--- config.mk ---
export PLATFORM = sky130hd
export DESIGN_NAME = clock_divider_bank
export DESIGN_NICKNAME = d
export VERILOG_FILES = /design/src/rtl/clock_divider_bank.sv
export SDC_FILE = /design/constraint.sdc
export NUM_CORES = 1
export LEC_CHECK = 0
export CORE_ASPECT_RATIO = 1.2
export CORE_MARGIN = 4
export CORE_UTILIZATION = 35
export DETAILED_ROUTE_END_ITERATION = 10
export SETUP_SLACK_MARGIN = 0.05
export SYNTH_ARGS = -nofsm -noshare
export SYNTH_HDL_FRONTEND = slang
export SYNTH_SLANG_ARGS = --single-unit
--- constraint.sdc ---
create_clock -name clk -period 9.16 [get_ports clk]
set_clock_uncertainty 0.2 [all_clocks]
set_input_delay 1.374 -clock clk [delete_from_list [all_inputs] [get_ports clk]]
set_output_delay 1.374 -clock clk [all_outputs]
set_load 0.03 [all_outputs]
--- src/rtl/clock_divider_bank.sv ---
// clock_divider_bank
// A bank of independent, runtime-programmable clock dividers. Each channel
// divides clk by its own divisor D. It produces a near-50%-duty slow_clk that
// is high for ceil(D/2) cycles and low for floor(D/2) cycles. It also produces
// a one-cycle tick on the first cycle of every period.
// A written divisor is only adopted at a period boundary, so a period is never
// cut short or stretched by a write. A global sync restarts every running
// channel at phase 0 on the same edge.
// All outputs come straight from flops; no input reaches an output
// combinationally.

module clock_divider_bank #(
    parameter int CHANNELS    = 4,
    parameter int WIDTH       = 16,
    parameter int DEFAULT_DIV = 1000,
    localparam int CH_W       = (CHANNELS > 1) ? $clog2(CHANNELS) : 1
) (
    input  logic                clk,
    input  logic                rst,
    input  logic [CHANNELS-1:0] en,
    input  logic                sync,
    input  logic                wr_en,
    input  logic [CH_W-1:0]     wr_ch,
    input  logic [WIDTH-1:0]    wr_div,
    output logic [CHANNELS-1:0] slow_clk,
    output logic [CHANNELS-1:0] tick
);

    // Divisor loaded into every channel at reset, sized to the counter width.
    localparam logic [WIDTH-1:0] DEF_DIV = WIDTH'(DEFAULT_DIV);

    // The smallest divisor that can run; 0 and 1 park the channel.
    localparam logic [WIDTH-1:0] MIN_DIV = WIDTH'(2);

    typedef enum logic {
        ST_IDLE = 1'b0,
        ST_RUN  = 1'b1
    } state_t;

    for (genvar gi = 0; gi < CHANNELS; gi++) begin : g_ch

        state_t           state_r;
        logic [WIDTH-1:0] pend_div_r;   // divisor written by software
        logic [WIDTH-1:0] act_div_r;    // divisor governing the current period
        logic [WIDTH-1:0] cnt_r;        // phase within the current period
        logic             slow_r;
        logic             tick_r;

        logic             wr_hit_s;
        logic             pend_ok_s;
        logic             wrap_s;
        logic [WIDTH-1:0] cnt_inc_s;
        logic [WIDTH-1:0] high_len_s;

        // Decode the write target, restart eligibility, wrap point and high-phase length.
        always_comb begin
            wr_hit_s   = 1'b0;
            pend_ok_s  = 1'b0;
            wrap_s     = 1'b0;
            cnt_inc_s  = {WIDTH{1'b0}};
            high_len_s = {WIDTH{1'b0}};
            // A wr_ch at or above CHANNELS can never equal a channel index, so it writes nothing.
            if (wr_en && (wr_ch == CH_W'(gi))) begin
                wr_hit_s = 1'b1;
            end else begin
                wr_hit_s = 1'b0;
            end
            pend_ok_s  = (pend_div_r >= MIN_DIV);
            wrap_s     = (cnt_r == (act_div_r - WIDTH'(1)));
            cnt_inc_s  = cnt_r + WIDTH'(1);
            // The high phase is ceil(D/2). It is computed without overflow, so D = 2^WIDTH-1 works.
            high_len_s = act_div_r - (act_div_r >> 1);
        end

        // Pending divisor register: captures software writes, read only at period boundaries.
        always_ff @(posedge clk or posedge rst) begin
            if (rst) begin
                pend_div_r <= DEF_DIV;
            end else if (wr_hit_s) begin
                pend_div_r <= wr_div;
            end else begin
                pend_div_r <= pend_div_r;
            end
        end

        // Channel FSM: priority is en=0, then sync, then period wrap, then counting; outputs registered from next phase.
        always_ff @(posedge clk or posedge rst) begin
            if (rst) begin
                state_r   <= ST_IDLE;
                act_div_r <= DEF_DIV;
                cnt_r     <= {WIDTH{1'b0}};
                slow_r    <= 1'b0;
                tick_r    <= 1'b0;
            end else if (!en[gi]) begin
                // Disabling truncates the period at once; act_div is kept.
                state_r   <= ST_IDLE;
                act_div_r <= act_div_r;
                cnt_r     <= {WIDTH{1'b0}};
                slow_r    <= 1'b0;
                tick_r    <= 1'b0;
            end else begin
                case (state_r)
                    ST_IDLE: begin
                        if (pend_ok_s) begin
                            state_r   <= ST_RUN;
                            act_div_r <= pend_div_r;
                            cnt_r     <= {WIDTH{1'b0}};
                            slow_r    <= 1'b1;
                            tick_r    <= 1'b1;
                        end else begin
                            state_r   <= ST_IDLE;
                            act_div_r <= act_div_r;
                            cnt_r     <= {WIDTH{1'b0}};
                            slow_r    <= 1'b0;
                            tick_r    <= 1'b0;
                        end
                    end
                    ST_RUN: begin
                        if (sync || wrap_s) begin
                            // Period boundary, natural or forced: adopt the pending divisor or park.
                            if (pend_ok_s) begin
                                state_r   <= ST_RUN;
                                act_div_r <= pend_div_r;
                                cnt_r     <= {WIDTH{1'b0}};
                                slow_r    <= 1'b1;
                                tick_r    <= 1'b1;
                            end else begin
                                state_r   <= ST_IDLE;
                                act_div_r <= act_div_r;
                                cnt_r     <= {WIDTH{1'b0}};
                                slow_r    <= 1'b0;
                                tick_r    <= 1'b0;
                            end
                        end else begin
                            state_r   <= ST_RUN;
                            act_div_r <= act_div_r;
                            cnt_r     <= cnt_inc_s;
                            slow_r    <= (cnt_inc_s < high_len_s);
                            tick_r    <= 1'b0;
                        end
                    end
                    default: begin
                        state_r   <= ST_IDLE;
                        act_div_r <= act_div_r;
                        cnt_r     <= {WIDTH{1'b0}};
                        slow_r    <= 1'b0;
                        tick_r    <= 1'b0;
                    end
                endcase
            end
        end

        assign slow_clk[gi] = slow_r;
        assign tick[gi]     = tick_r;

    end : g_ch

endmodule : clock_divider_bank

==> summary.md, run 1 <==
| Metric | Value |
|---|---|
| Outcome | completed |
| CP max stage delay | a little over 0.6 ns |
| Count of state elements after synthesis | 204 |
| Relative slew slack | 28.6% |
| DR vias | 10600 |
| Placed cells | 2057 |
| Buffers on Ports | 33 |
| Max-Cap Viols | 0 |
| Post-DR vias/cell | 5.07 |
| Clock slew at reported path FFs | 0.07 ns |
| Gr usage total | roughly 15% |
| Longest Clk Path Bufs | 3 |
| Least-Margin Pin Slew | 1.07 ns |
| Seq. cell area | 0.00516 mm² |
| Gr ovfl total | 0 |
| CTS tree | done |
| Cell repeated most along the worst path | ha_1 |
| Post-synth EDFFs | 0 |
| Leakage | around 7.5 nW |
| Place WS | between 5 and 6 ns |
| DR iter-0 viols | 392 |
| Simple logic cell fraction of the synthesized area | 14.3% |
| Area grow syn2layout | 11.1% |
| Avg Synthesized Cell Area | between 10 and 15 µm² |
| Dpl hpwl | around 27 mm |
| Synth Flop Type | dfrtp_1 |
| HP Class | reg -> reg |
| Postcts setup bufs | 0 |
| Peak supply drop | between 0.0001 and 0.00015 V |
| Adder-cell share of the synthesized area | roughly 16% |
| CP required | 9.40 ns |
| First drt pass iteration count | 4 |
| Final wirelength | 34.7 mm |
| Drt wl/cell | 16.5 µm |
| Clk root buf | clkbuf_16 |
| Unrepaired setup endpoints after global routing | false |
| Top-level port count | 34 |
| First-pass GRT wire length | about 57 mm |
| Hold buffers post-CTS | 0 |
| CP Data Arrival Time | 4.31 ns |
| Die width | 198 µm |
| Most frequent cells in the layout | 188 x ha_1, 156 x dfrtp_1, 142 x xnor2_1 |
| Worst path slowest cell | or4b_2 |
| Crit path kind | reg -> reg |
| Die Y | 236 µm |
| TritonCTS buffer count | 23 |
| Largest net degree at the start of global routing | 128 |
| H-tree depth | 1 |
| Synth cell types | 70 |
| Final ANT Viol Nets | 0 |
| Hold Violations, Final | 0 |
| Clock Latency Late Sink | 0.52 ns |
| Util after Layout | 39.4% |
| Critical path cell sequence | inv_1 -> ha_1 -> or4_1 -> nor3_1 -> o31ai_1 -> or4b_2 -> nand3_1 -> ha_1 -> nand4_1 -> nor2_1 -> a21oi_1 -> o211ai_1 -> a311o_1 -> o21bai_1 |
| Final setup fails | 0 |
| DRC | 0 |
| Gpl congestion | 0.856 |
| Fill cells | roughly 4200 |
| Initial antenna violation count | 0 |
| Final min period | 4.07 ns |
| Crit. End Element | flop |
| Mux cell area share after synthesis | 10.0% |
| Synthesized instance count | 1493 |
| CTS resizes | 0 |
| CP startpoint kind | flop |
| Net count, final | roughly 1700 |
| Core ar. | 0.0428 mm² |
| Mapped cell area | 0.0152 mm² |
| Compound-Gate Fraction of Synth Area | 8.65% |
| Critical path peak fanout | 5 |
| Synth warnings | 0 |
| Post-route insts no fill | 2099 |
| Initial Util | between 30 and 40% |
| Fin crit share | 44.5% |
| Layout cells sized above 1 | 15.4% |
| PwrDens | 254 mW/mm² |
| Synth Area in XOR/XNOR | 12.4% |
| Most common cell after layout, fill and taps aside | ha_1 |
| Multi-input gate area in the final layout | 0.00933 mm² |
| Asr flop ratio synth | 100% |
| CP top delay family | simple AND/OR/NAND/NOR gates |
| Setup_tns | 0 ns |
| Row cnt | 83 |
| F_max | ~0.25 GHz |
| Final Max Tran Viols | 0 |
| Register area share after synthesis | 34.1% |
| Bufs and invs on worst path | 1 |
| Vias in the first global route | approximately 11000 |
| Setup ws final | 5.09 ns |
| Total clock sinks | ~200 |
| Largest family of logic cells by synthesized area | adder cells |
| Post-Syn Nets | 1711 |
| Die ar. | 0.0467 mm² |
## layer usage
layer,vias to the layer above,track usage [%],share of wire [%]
li1,5267,-,-
met1,5191,18.3,44
met2,131,26.5,50
met3,59,1.90,3.0
met4,0,4.28,2.7
met5,-,0,0
## final cells by class
cell class	instances	area share, %
diodes	1	0.0148
flip-flops and latches	204	30.6
clock inverters	16	1.21
well taps	552	4.10
repair buffers	36	2.09
multi-input cells	1131	55.3
inverters	134	3.03
clock buffers	25	3.58
## power by group
group / switching, mW / internal (mW) / total [mW]
clock network: 0.390 / 0.592 / 0.982
registers: 0.170 / 1.08 / 1.25
logic: 1.09 / 0.954 / 2.05
total: 1.65 / 2.63 / 4.28
## metrics by stage
step                area, µm²  power [mW]  hold slack (ns)
floorplan               15200        2.86            0.274
global placement        16000        3.26            0.293
detailed placement      16000        3.31            0.291
CTS                     16900        4.33            0.306
global route            16900        4.66            0.328
finish                  16900        4.28            0.308
## state kept, by name (all words and copies together), names as in the netlist
name,cells
g_ch.act_div_r,64
g_ch.cnt_r,64
g_ch.pend_div_r,64
g_ch.slow_r,4
g_ch.state_r,4
g_ch.tick_r,4
## synthesized netlist by cell type, types with 3 or more instances
cell | n | area (µm²)
mux2_4 | 16 | 240
xor2_1 | 67 | 587
a31oi_1 | 5 | 31.3
o31ai_1 | 26 | 195
mux2_2 | 112 | 1260
dfstp_2 | 48 | 1260
nand2b_1 | 14 | 87.6
o311a_1 | 3 | 30.0
dfrtp_1 | 156 | 3900
o21ba_2 | 4 | 40.0
o21ai_0 | 21 | 105
a221oi_1 | 6 | 52.6
xnor2_1 | 142 | 1240
inv_1 | 134 | 503
ha_1 | 188 | 2350
a211o_1 | 5 | 43.8
and3_1 | 9 | 56.3
a21o_1 | 15 | 113
nand4_1 | 31 | 194
nor4_1 | 19 | 119
nand3_1 | 49 | 245
o211ai_1 | 8 | 60.1
nor2b_1 | 77 | 482
buf_2 | 5 | 25.0
a211oi_1 | 9 | 67.6
nor2_1 | 81 | 304
nand2_1 | 52 | 195
buf_4 | 9 | 67.6
o21bai_1 | 8 | 60.1
nand3b_1 | 6 | 45.0
nor3_1 | 29 | 145
a21boi_0 | 3 | 22.5
fa_1 | 4 | 80.1
or3_1 | 4 | 25.0
or4_1 | 8 | 60.1
o221ai_1 | 4 | 35.0
and2_1 | 3 | 18.8
clkbuf_1 | 6 | 22.5
and4_1 | 7 | 61.3
a21oi_1 | 56 | 280
o22ai_1 | 4 | 25.0
## worst reg2reg max path, stage by stage (launching register included)
cell and delay (ns):
dfstp_2 0.57, inv_1 0.09, ha_1 0.36, or4_1 0.51
nor3_1 0.28, o31ai_1 0.18, or4b_2 0.62, nand3_1 0.10
ha_1 0.23, nand4_1 0.11, nor2_1 0.08, a21oi_1 0.15
o211ai_1 0.10, a311o_1 0.28, o21bai_1 0.12
## logic make-up after synthesis
| logic type | after synthesis |
|---|---|
| xor gates and xnor gates | 212 |
| adders and majority gates | 192 |
| and+or+nand+nor | 404 |
| DFF | 204 |
| AOI/OAI and AO/OA | 193 |
| muxes | 130 |
| buffers and inverters | 158 |
## worst paths after layout
kind                                              startpoint                            endpoint  slack (ns)  depth (start not counted)
max in group asynchronous                                rst  g_ch[1].pend_div_r[14]$_DFFE_PP0P_        5.91                          3
min in group asynchronous                                rst         g_ch[1].cnt_r[13]$_DFF_PP0_        1.19                          2
min                        g_ch[1].pend_div_r[0]$_DFFE_PP0P_   g_ch[1].pend_div_r[0]$_DFFE_PP0P_        0.31                          1
min reg2reg                g_ch[1].pend_div_r[0]$_DFFE_PP0P_   g_ch[1].pend_div_r[0]$_DFFE_PP0P_        0.31                          1
max                         g_ch[1].act_div_r[7]$_DFFE_PP1P_            g_ch[1].slow_r$_DFF_PP0_        5.09                         14
max reg2reg                 g_ch[1].act_div_r[7]$_DFFE_PP1P_            g_ch[1].slow_r$_DFF_PP0_        5.09                         14
(Power assumes the default switching activity.)
==> run 2: changes to the inputs <==
- clock period: 9.16 -> 3.7 ns (I/O delays scaled with it)
==> run 2 against run 1 <==
  * Clock power grew to 2.7 times the previous value
  * Clock-buffer cell count up 6
  * Power grew to 2.8 times the previous value
  * Global-route usage up 0.78 points
  * Routed wire length increased by 6.3%
  * Core utilization is 3.2 points higher
  * Sequential share of layout area shrank 2.3 points
  * Die area unchanged
  * Non-clock buffer count increased by 99
==> summary.md, run 2 (synthesized netlist as in run 1, its figures left out) <==
| Metric | Value |
|---|---|
| Gr usage total | between 10% and 20% |
| Final min period | 3.66 ns |
| Initial Util | 35.4% |
| Clock slew at reported path FFs | ~0.06 ns |
| Drt wl/cell | 16.8 µm |
| Hold Violations, Final | 0 |
| RR Startpoint | g_ch[1].act_div_r[0]$_DFFE_PP0P_ |
| Clk pwr share | 21.9% |
| R2R Setup Slk | 0.04 ns |
| Most common cell after layout, fill and taps aside | ha_1 |
| Unrepaired setup endpoints after global routing | true |
| Final setup fails | 0 |
| Largest net degree at the start of global routing | 63 |
| Die width | 198 µm |
| Post-DP Area | 0.0168 mm² |
| Gpl congestion | approximately 0.86 |
| Dpl hpwl | 28.5 mm |
| Net count, final | approximately 1800 |
| Net Sw Power | 4.54 mW |
| Most frequent cells in the layout | 170 x ha_1, 154 x dfrtp_1, 142 x xnor2_1 |
| Top-level port count | 34 |
| Layout cells sized above 1 | ~25% |
| Area grow syn2layout | 20.1% |
| Leakage | 8.08 nW |
| Buffers on Ports | 33 |
| Core ar. | 0.0428 mm² |
| Final Total Pwr | roughly 12 mW |
| Peak supply drop | 0.000413 V |
| Max-Cap Viols | 0 |
| Finished Cell Area | 0.0182 mm² |
| DRC | 0 |
| Final ANT Viol Nets | 0 |
| Relative slew slack | 37.6% |
| Die Y | between 200 and 250 µm |
| PwrDens | 657 mW/mm² |
| Vias in the first global route | 11500 |
| First drt pass iteration count | 7 |
| F_max | approximately 0.27 GHz |
| Post-DR vias/cell | between 5 and 6 |
| Sw Share | 37.9% |
| End point of the critical path | g_ch[1].slow_r$_DFF_PP0_ |
| CTS tree | done |
| Critical path peak fanout | 3 |
| Worst hold stages | 1 |
| Gr ovfl total | 0 |
| Least-Margin Pin Slew | 0.936 ns |
| Total clock sinks | 204 |
| DR vias | 11000 |
| HP Class | reg -> reg |
| Util after Layout | 42.6% |
| Share of power burned in registers | 25.0% |
| Die ar. | 0.0467 mm² |
| Final wirelength | between 30 and 40 mm |
| Logic pwr share | around 53% |
| Clock Latency Late Sink | 0.53 ns |
| CP startpoint kind | flop |
| CP required | 3.94 ns |
| Hold buffers post-CTS | 0 |
| Longest Clk Path Bufs | 3 |
| Row cnt | 83 |
| Top Registers | g_ch.act_div_r: 64 flops, g_ch.cnt_r: 64 flops, g_ch.pend_div_r: 64 flops |
| TritonCTS buffer count | 23 |
| H-tree depth | 1 |
| CP Data Arrival Time | roughly 3.9 ns |
| CP Launch Point | g_ch[1].act_div_r[0]$_DFFE_PP0P_ |
| Crit. End Element | flop |
| Final Max Tran Viols | 0 |
| Crit path kind | reg -> reg |
| Ant. Diodes | 0 |
| Worst Reg-to-Reg Cells | 18 |
| Initial antenna violation count | 1 |
| Internal power | 7.43 mW |
| Outcome | completed |
| Critical R2R Capture | g_ch[1].slow_r$_DFF_PP0_ |
| Clk root buf | clkbuf_16 |
| Fin crit share | 99.0% |
| First-pass GRT wire length | 59.5 mm |
| DR iter-0 viols | 411 |
## run 2: changes by cell type in the layout (fill, tap and decap cells not counted), moves of 15 or more
cell | before | now
inv_1 | 133 | 117
buf_4 | 3 | 98
ha_4 | 0 | 16
ha_1 | 188 | 170
inv_2 | 0 | 15
## run 2: layer usage
metal  up-vias  GRT usage, %  share of wire (%)
li1       5478             -                  -
met1      5409          19.5                 44
met2       117          28.0                 51
met3        43          1.80                2.6
met4         0          4.11                2.2
met5         -             0                  0
## run 2: cell type report
class	count	area, µm²
fillers	4096	24600
multi-input cells	1131	9840
flip-flops and latches	204	5170
repair buffers	135	1150
well taps	552	691
clock buffers	31	626
inverters	134	509
clock inverters	11	234
## run 2: through the flow
stage	std cells	setup slack, ns	setup TNS (ns)	hold WS, ns
floorplan	1493	0.0606	0	0.274
global placement	2147	-0.0445	-0.0446	0.287
detailed placement	2147	-0.171	-0.317	0.297
CTS	2191	0.0507	0	0.312
global route	2198	-0.115	-0.236	0.331
finish	2198	0.0363	0	0.311
## run 2: what timing repair did
item / CTS / global route
pin swaps: 12 / 45
buffers inserted: 2 / 7
resized for setup: 28 / 69
endpoints found under the setup margin: 2 / 4
gates cloned: 0 / 0
## run 2: worst min-delay path by stage
stage | slack, ns | startpoint | end
after floorplan | 0.27 | g_ch[2].pend_div_r[0]$_DFFE_PP0P_ | g_ch[2].act_div_r[0]$_DFFE_PP0P_
after global routing | 0.33 | g_ch[1].pend_div_r[0]$_DFFE_PP0P_ | g_ch[1].act_div_r[0]$_DFFE_PP0P_
after detailed placement | 0.30 | g_ch[3].pend_div_r[0]$_DFFE_PP0P_ | g_ch[3].pend_div_r[0]$_DFFE_PP0P_
final | 0.31 | g_ch[1].pend_div_r[0]$_DFFE_PP0P_ | g_ch[1].act_div_r[0]$_DFFE_PP0P_
after CTS | 0.31 | g_ch[1].pend_div_r[0]$_DFFE_PP0P_ | g_ch[1].act_div_r[0]$_DFFE_PP0P_
after global placement | 0.29 | g_ch[1].pend_div_r[0]$_DFFE_PP0P_ | g_ch[1].act_div_r[0]$_DFFE_PP0P_
## run 2: power by group through the flow
stage	combinational, mW	sequential, mW	clock (mW)
global placement	5.63	3.00	0
floorplan	4.13	2.98	0
global route	7.11	3.05	2.79
detailed placement	5.75	3.01	0
finish	6.35	3.00	2.62
CTS	5.94	2.98	2.70
## run 2: worst max-delay path, cell delays in order, from the launching register on
cell      delay, ns
dfrtp_1        0.39
inv_2          0.08
ha_4           0.13
inv_2          0.03
fa_2           0.39
nand2b_4       0.10
a221oi_4       0.08
nor4_4         0.37
o221ai_4       0.15
a21oi_2        0.20
nor2b_2        0.19
xnor2_1        0.14
ha_1           0.25
nand4_1        0.13
nor2_2         0.07
a21oi_1        0.12
o211ai_1       0.10
a311o_1        0.32
o21bai_1       0.12
==> edit: new RTL, settings of run 2 <==
Set the parameter `DEFAULT_DIV` to 512 (it was 1000).
--- a/src/rtl/clock_divider_bank.sv
+++ b/src/rtl/clock_divider_bank.sv
@@ -12,7 +12,7 @@
 module clock_divider_bank #(
     parameter int CHANNELS    = 4,
     parameter int WIDTH       = 16,
-    parameter int DEFAULT_DIV = 1000,
+    parameter int DEFAULT_DIV = 512,
     localparam int CH_W       = (CHANNELS > 1) ? $clog2(CHANNELS) : 1
 ) (
     input  logic                clk,
Function: same outputs for any inputs over 4 cycles, from zero or initial values and one cycle with rst high; that may be too few to reach the edited logic, so the function may still have changed.
==> edit against run 2 <==
  * Total power fell by 3.3%
  * Sequential cell count unchanged
  * Routed wire length down 3.5%
  * Worst hold slack lost 60 ps
  * Synthesized area decreased by 0.33%
  * First-iteration DRC count is 40% higher
  * Worst setup slack improved by 55 ps
  * Design area decreased by 1.7%
==> edit: results <==
metrics = {
    "outcome": {
        "status": "complete, no violations",
    },
    "global_route": {
        "grt_pass1_wl_um": 57800,
        "grt_pass1_vias": 11600,
        "grt_max_degree": 72,
        "grtUsageTotal_pct": 15.1,
        "antenna_found_initial": 0,
    },
    "yosys": {
        "synth_common_cells": "196 x dfrtp_1, 188 x ha_1, 142 x xnor2_1",
        "synth_area_leaders": "dfrtp_1 32%, ha_1 16%, mux2_2 8.3%",
        "yosysWarningCount": 0,
        "synth_seq_area_share_pct": 33.8,
    },
    "pwr": {
        "p_leak_nw": 8.05,
        "ir_worst_vdd_uv": 439,
    },
    "sta": {
        "slew_headroom_pct": 34.2,
    },
    "drt": {
        "drtPass1Iterations": 5,
        "dr.first_iter.drc_count": 576,
        "wl_um": 35600,
        "viasPerCell": 5.01,
    },
    "worst_hold_path": {
        "hold_class": "primary input to async pin",
    },
    "clock_network": {
        "cts_buffers": 23,
        "cts_buffer_depth": 3,
    },
    "placed_design": {
        "gp_congestion": 0.825,
        "post_dp_cell_area_um2": 16500,
        "dp_hpwl_um": 27700,
    },
    "finish": {
        "drive_gt1_share_pct": 21.5,
        "fin_nets": 1831,
        "fill_cells": 4140,
    },
    "worst_setup_path": {
        "crit_arrival_ps": 3860,
    },
}
-- edit: metrics by stage --
step	util [%]	worst slack (ps)	TNS, ps	std cells
2_1_floorplan	-	61.7	0	1493
3_3_place_gp	38.7	-51.2	-51.2	2125
3_5_place_dp	38.7	-149	-268	2125
4_1_cts	41.1	7.52	0	2173
5_1_grt	41.8	-140	-233	2182
6_report	41.8	91.0	0	2182
-- edit: cells by family after synthesis --
kind of cell,share of synthesized area [%]
DFF,33.8
xor gates and xnor gates,12.5
adders and majority gates,16.1
and+or+nand+nor,14.4
AOI/OAI and AO/OA,8.68
muxes,10.1
buffers and inverters,4.50
-- edit: power breakdown --
part           switching [mW]  leakage, nW  internal [mW]
clock network           0.978        0.398           1.54
logic                    3.21         5.11           2.93
registers               0.310         2.54           2.59
total                    4.50         8.05           7.07
-- edit: final cells by class --
cell class / instances / area share (%)
timing repair buffer: 119 / 5.66
tap: 552 / 3.86
sequential: 204 / 28.6
inverter: 134 / 2.83
clock inverter: 14 / 1.22
multi-input combinational: 1131 / 54.4
clock buffer: 28 / 3.43
-- edit: what timing repair did --
action	CTS	global route
resized for setup	26	57
endpoints found under the setup margin	3	4
buffers inserted	7	9
pin swaps	19	34
-- edit: layer usage --
metal  track usage (%)  vias to the layer above  wire (um)
li1                  -                     5445          -
met1              18.4                     5268      15600
met2              26.9                      141      17700
met3              1.85                       67       1030
met4              5.61                        0       1270
met5                 0                        -          0
-- edit: critical path: stages, from the launching register on --
cell	delay (ps)
dfstp_2	540
inv_2	50
ha_4	210
or4_4	520
nor3_4	140
buf_4	130
o31ai_2	60
or4b_4	500
nand3_2	90
ha_4	200
nand4_1	130
nor2_2	70
a21oi_2	110
o211ai_1	120
a311o_1	340
o21bai_1	120
-- edit: worst paths after layout --
check | endpoint | slack (ps) | from | depth (start not counted)
max reg2reg | g_ch[1].slow_r | 90 | g_ch[1].act_div_r[9] | 15
min | g_ch[3].cnt_r[12] | 250 | rst | 2
min in group clk | g_ch[1].act_div_r[0] | 310 | g_ch[1].pend_div_r[0] | 1
min reg2reg | g_ch[1].act_div_r[0] | 310 | g_ch[1].pend_div_r[0] | 1
max in group asynchronous | g_ch[0].act_div_r[9] | 2250 | rst | 3
max | g_ch[1].slow_r | 90 | g_ch[1].act_div_r[9] | 15
